===== src/rtl/ctrl_pkg.sv =====
// ctrl_pkg: shared state encoding and default sizes for the run controller
package ctrl_pkg;
    localparam int MODULUS_DEF = 6;
    localparam int PHASE_W_DEF = 3;
    localparam int LEN_W_DEF   = 16;
    typedef logic [1:0] state_t;
    localparam state_t IDLE   = 2'd0;
    localparam state_t RUN    = 2'd1;
    localparam state_t PAUSED = 2'd2;
    localparam state_t DONE   = 2'd3;
endpackage


===== src/rtl/mod_counter.sv =====
// mod_counter: mod-N phase counter with synchronous clear over enable
module mod_counter #(
    parameter int MODULUS = 6,
    parameter int PHASE_W = 3
) (
    input  logic               clk,
    input  logic               reset,
    input  logic               clear,
    input  logic               enable,
    output logic [PHASE_W-1:0] out
);
    logic [PHASE_W-1:0] out_q;
    always_ff @(posedge clk or posedge reset) begin
        if (reset)
            out_q <= '0;
        else if (clear)
            out_q <= '0;
        else if (enable)
            out_q <= (out_q == PHASE_W'(MODULUS - 1)) ? '0 : out_q + PHASE_W'(1);
    end
    assign out = out_q;
endmodule


===== src/rtl/counter_run_ctrl.sv =====
// counter_run_ctrl: drives the phase counter enable for a run of N cycles
module counter_run_ctrl import ctrl_pkg::*; #(
    parameter int MODULUS = MODULUS_DEF,
    parameter int PHASE_W = PHASE_W_DEF,
    parameter int LEN_W   = LEN_W_DEF
) (
    input  logic               clk,
    input  logic               reset,
    input  logic               start,
    input  logic [LEN_W-1:0]   run_len,
    input  logic               pause,
    input  logic               stop,
    output logic               count_enable,
    output logic [PHASE_W-1:0] phase,
    output logic               wrap,
    output logic [LEN_W-1:0]   remaining,
    output logic               busy,
    output logic               done
);
    state_t           state_q, state_d;
    logic [LEN_W-1:0] rem_q, rem_d;
    logic             idle, active, clear;
    assign idle         = state_q == IDLE;
    assign active       = state_q == RUN || state_q == PAUSED;
    assign count_enable = state_q == RUN && !stop && !pause;
    assign wrap         = count_enable && phase == PHASE_W'(MODULUS - 1);
    assign busy         = active;
    assign done         = state_q == DONE;
    assign remaining    = rem_q;
    assign clear        = (idle && start) || (active && stop);
    // remaining only decrements on enabled cycles, which require rem_q >= 1
    assign rem_d = (idle && start) ? run_len :
                   (active && stop) ? '0 :
                   count_enable ? rem_q - LEN_W'(1) : rem_q;
    always_comb begin
        state_d = IDLE;
        case (state_q)
            IDLE:    state_d = !start ? IDLE : (run_len != '0) ? RUN : DONE;
            RUN:     state_d = stop ? IDLE : pause ? PAUSED : (rem_q == LEN_W'(1)) ? DONE : RUN;
            PAUSED:  state_d = stop ? IDLE : pause ? PAUSED : RUN;
            default: state_d = IDLE;
        endcase
    end
    always_ff @(posedge clk or posedge reset) begin
        if (reset) begin
            state_q <= IDLE;
            rem_q   <= '0;
        end else begin
            state_q <= state_d;
            rem_q   <= rem_d;
        end
    end
    mod_counter #(.MODULUS(MODULUS), .PHASE_W(PHASE_W)) u_cnt (
        .clk    (clk),
        .reset  (reset),
        .clear  (clear),
        .enable (count_enable),
        .out    (phase)
    );
endmodule


===== config.mk =====
export PLATFORM = sky130hd
export DESIGN_NAME = counter_run_ctrl
export DESIGN_NICKNAME = d
export VERILOG_FILES = /design/src/rtl/ctrl_pkg.sv /design/src/rtl/mod_counter.sv /design/src/rtl/counter_run_ctrl.sv
export SDC_FILE = /design/constraint.sdc
export NUM_CORES = 1
export LEC_CHECK = 0
export ABC_CLOCK_PERIOD_IN_PS = 2000
export CAP_MARGIN = 30
export CORE_MARGIN = 5
export CORE_UTILIZATION = 40
export CTS_CLUSTER_SIZE = 16
export DETAILED_ROUTE_END_ITERATION = 8
export HOLD_SLACK_MARGIN = 0.15
export PLACE_DENSITY = 0.72
export SLEW_MARGIN = 15
export SYNTH_ARGS = -nofsm -noshare
export SYNTH_HDL_FRONTEND = slang
export SYNTH_SLANG_ARGS = --single-unit

===== constraint.sdc =====
create_clock -name clk -period 2 [get_ports clk]
set_input_delay 0.4 -clock clk [delete_from_list [all_inputs] [get_ports clk]]
set_output_delay 0.4 -clock clk [all_outputs]
set_load 0.02 [all_outputs]

==> reports/qor.yml, run 1 <==
status:
  failed_checks: "setup timing"
  status: "complete, but fails checks"
flow_run:
  cap_viol_max_count: 0
global_route:
  grt_max_degree: 22
  grt_pass1_wl_um: 7380
  grt_usage_pct: 18.4
  antenna_found_initial: 0
  grt_pass1_vias: 1635
  gr-total-overflow: 0
timing:
  finalMaxSlewViolations: 0
  period_share_pct: 101
  period_minus_slack_ns: 2.02
  fin_ws_ns: -0.0212
  setup_violations: 1
  finClkSkew_ns: 0.00442
  maxSlewHeadroom_pct: 63.1
  hold_viol_final: 0
  rsz0062_at_grt: "true"
  tightest_slew_ns: 0.546
  max_freq_ghz: 0.495
clock_tree:
  cts_root_buf: "clkbuf_4"
  clk_latency_ns: 0.31
  htreeDepth: 1
  path_clk_slew_ns: 0.13
  cts_num_sinks: 21
  cts_buffer_depth: 2
  cts_tree: "built"
  cts_hold_buf: 0
  cts_post_setup_buffers_inserted: 0
  cts_buffers: 3
place:
  place_congestion: 0.877
  dpl.hpwl_um: 3470
  place_inst: 267
  io_buffers: 43
critical_path:
  reg2reg_from: "state_q[0]"
  start_kind: "register"
  r2r-end: "remaining[2]"
  worstSetupPathType: "reg -> out"
  r2r_cells: 8
  cp_max_fo: 4
  crit_path_end_kind: "output pin"
  r2r_slack_ns: 0.09
  cp.arrival_ns: 1.62
  required_ns: 1.60
routing:
  avgRoutedWirePerCell_um: 16.5
  drt_iter0_drc: 107
  first_pass_iters: 4
  drc: 0
  ant_nets: 0
  viasPerCell: 6.03
  wirelength_um: 4460
  via_count: 1635
synthesis:
  ys_top_cells_by_area: "dfrtp_1, a21oi_1, ha_1"
  synth_fp_nets: 193
  ys_warn_count: 0
  synth-edff-count: 0
  seq_area_frac_synth_pct: 37.0
  syn_area_per_cell_um2: 8.56
  synth_top_area_share_pct: 37.0
  synth.cell_area_um2: 1420
  ys_ff_latch: 21
  synth_cells: 166
  synthArstFlopShare_pct: 100
  yosysUniqueCellTypes: 46
  synth_top_family_by_area: "compound AO/OA/AOI/OAI gates"
  synthAdderAreaFrac_pct: 5.28
  yosysTopAreaCell: "dfrtp_1"
  synth_compound_area_share_pct: 26.5
  synth-simple-area-share_pct: 26.4
  yosys_most_used_dff: "dfrtp_1"
  synth-xor-area-share_pct: 0.616
  synthMuxAreaShare_pct: 0
die:
  die_area_um2: 4850
  coreArea_um2: 3390
  initial_core_util_pct: 41.9
  rows: 21
  die_h_um: 69.6
  ios: 44
  die_w_um: 69.6
finish:
  layout-drive-gt1-share_pct: 16.9
  fin_cells: 271
  layout.nets: 253
  antenna_cells: 0
  area_delta_synth_final_pct: 46.9
pwr:
  p_total_w: 0.00254
  power_density_nw_per_um2: 1220
  p_leak_nw: 0.873
  peakVddDrop_uv: 539
worst_hold_path:
  hold_class: "in -> async"
-- routing by layer --
metal | up-vias | part of all wire (%) | global-route usage [%]
met3 | 19 | 7.2 | 3.33
met5 | - | 0 | 0
met4 | 0 | 3.3 | 9.15
li1 | 756 | - | -
met1 | 787 | 41 | 22.2
met2 | 73 | 48 | 31.4
-- worst max path at each step --
stage / startpoint / to / depth (start not counted)
floorplan: state_q[1] / wrap / 6
global placement: stop / count_enable / 4
detailed placement: stop / wrap / 5
CTS: state_q[1] / count_enable / 5
global route: state_q[1] / wrap / 6
finish: state_q[1] / wrap / 6
-- cells in the final DEF, fill, tap and decap left out, types with 5 or more instances in the layout --
cell	Yosys	routed
nor2_1	12	12
o21ai_0	6	6
ha_1	6	5
a21oi_1	22	22
buf_4	0	20
clkdlybuf4s50_1	0	39
nand2_1	16	15
nand3_1	5	5
inv_1	7	6
dfrtp_1	21	21
a22o_1	5	5
nor4_1	5	5
-- cells in the mapped netlist, types with 2 or more instances --
cell       number
a22oi_1         3
nand2_1        16
and3_2          2
nand4b_1        3
a21oi_1        22
nor2_1         12
ha_1            6
a41oi_1         2
clkbuf_1        4
nand4_1         4
o21ai_0         6
a2bb2oi_1       3
a22o_1          5
nor3b_1         2
and3_1          2
o311ai_0        2
nand3_1         5
inv_1           7
nor4_1          5
or4_1           2
dfrtp_1        21
nor3_1          4
buf_2           3
a31oi_1         3
-- sequential cells by signal, summed over array words and instances (netlist names) --
register and flops:
state_q 2, u_cnt.out 3, remaining 16
-- critical path, stage by stage (launching register included) --
cell	delay [ns]
dfrtp_1	0.42
inv_2	0.08
ha_4	0.13
nor3b_4	0.22
nand2_2	0.10
nor3b_2	0.19
buf_4	0.16
-- power by group --
group          switching, W  leakage, nW  total [W]  internal (W)
sequential         0.000198        0.276   0.000756      0.000558
clock              0.000138       0.0150   0.000216     0.0000778
combinational      0.000830        0.582    0.00157      0.000739
total               0.00117        0.873    0.00254       0.00137
-- kinds of logic (layout without fill, tap and decap cells) --
kind of cell,after synthesis,after routing
flip-flops,21,21
AO/OA/AOI/OAI,57,57
adder cells (fa/ha/maj),6,6
AND/OR/NAND/NOR,66,66
buffers and inverters,15,74
XOR/XNOR,1,1
-- stage by stage --
step                util (%)  worst slack [ns]  hold WS (ns)  area, µm²  TNS [ns]
finish                  61.6           -0.0212         0.410       2090   -0.0212
global placement        60.4            -0.361         0.536       2050    -0.718
detailed placement      60.4            -0.413         0.555       2050    -0.950
global route            61.6            -0.119         0.446       2090    -0.152
CTS                     61.1            -0.209         0.411       2070    -0.379
floorplan                  -             0.120         0.377       1430         0
-- layout make-up --
cell class | instances | area, µm²
sequential | 21 | 526
fill | 295 | 1300
clock buffer | 4 | 26.3
timing repair buffer | 63 | 586
multi-input combinational | 130 | 867
inverter | 7 | 26.3
tap | 46 | 57.6
-- what timing repair did --
item | in CTS | in global routing
cloned | 0 | 0
gates resized for setup | 6 | 14
pin swaps | 0 | 2
setup endpoints to repair | 4 | 3
(Power assumes the default switching activity.)
==> run 2, diff against run 1 <==
--- a/config.mk
+++ b/config.mk
@@ -9,9 +9,9 @@
 export CAP_MARGIN = 30
 export CORE_MARGIN = 5
 export CORE_UTILIZATION = 40
+export CTS_CLUSTER_DIAMETER = 120
 export CTS_CLUSTER_SIZE = 16
 export DETAILED_ROUTE_END_ITERATION = 8
-export HOLD_SLACK_MARGIN = 0.15
 export PLACE_DENSITY = 0.72
 export SLEW_MARGIN = 15
 export SYNTH_ARGS = -nofsm -noshare
==> results of run 2 <==
Same layout as run 1: the final DEF is identical, and so are final timing and power.
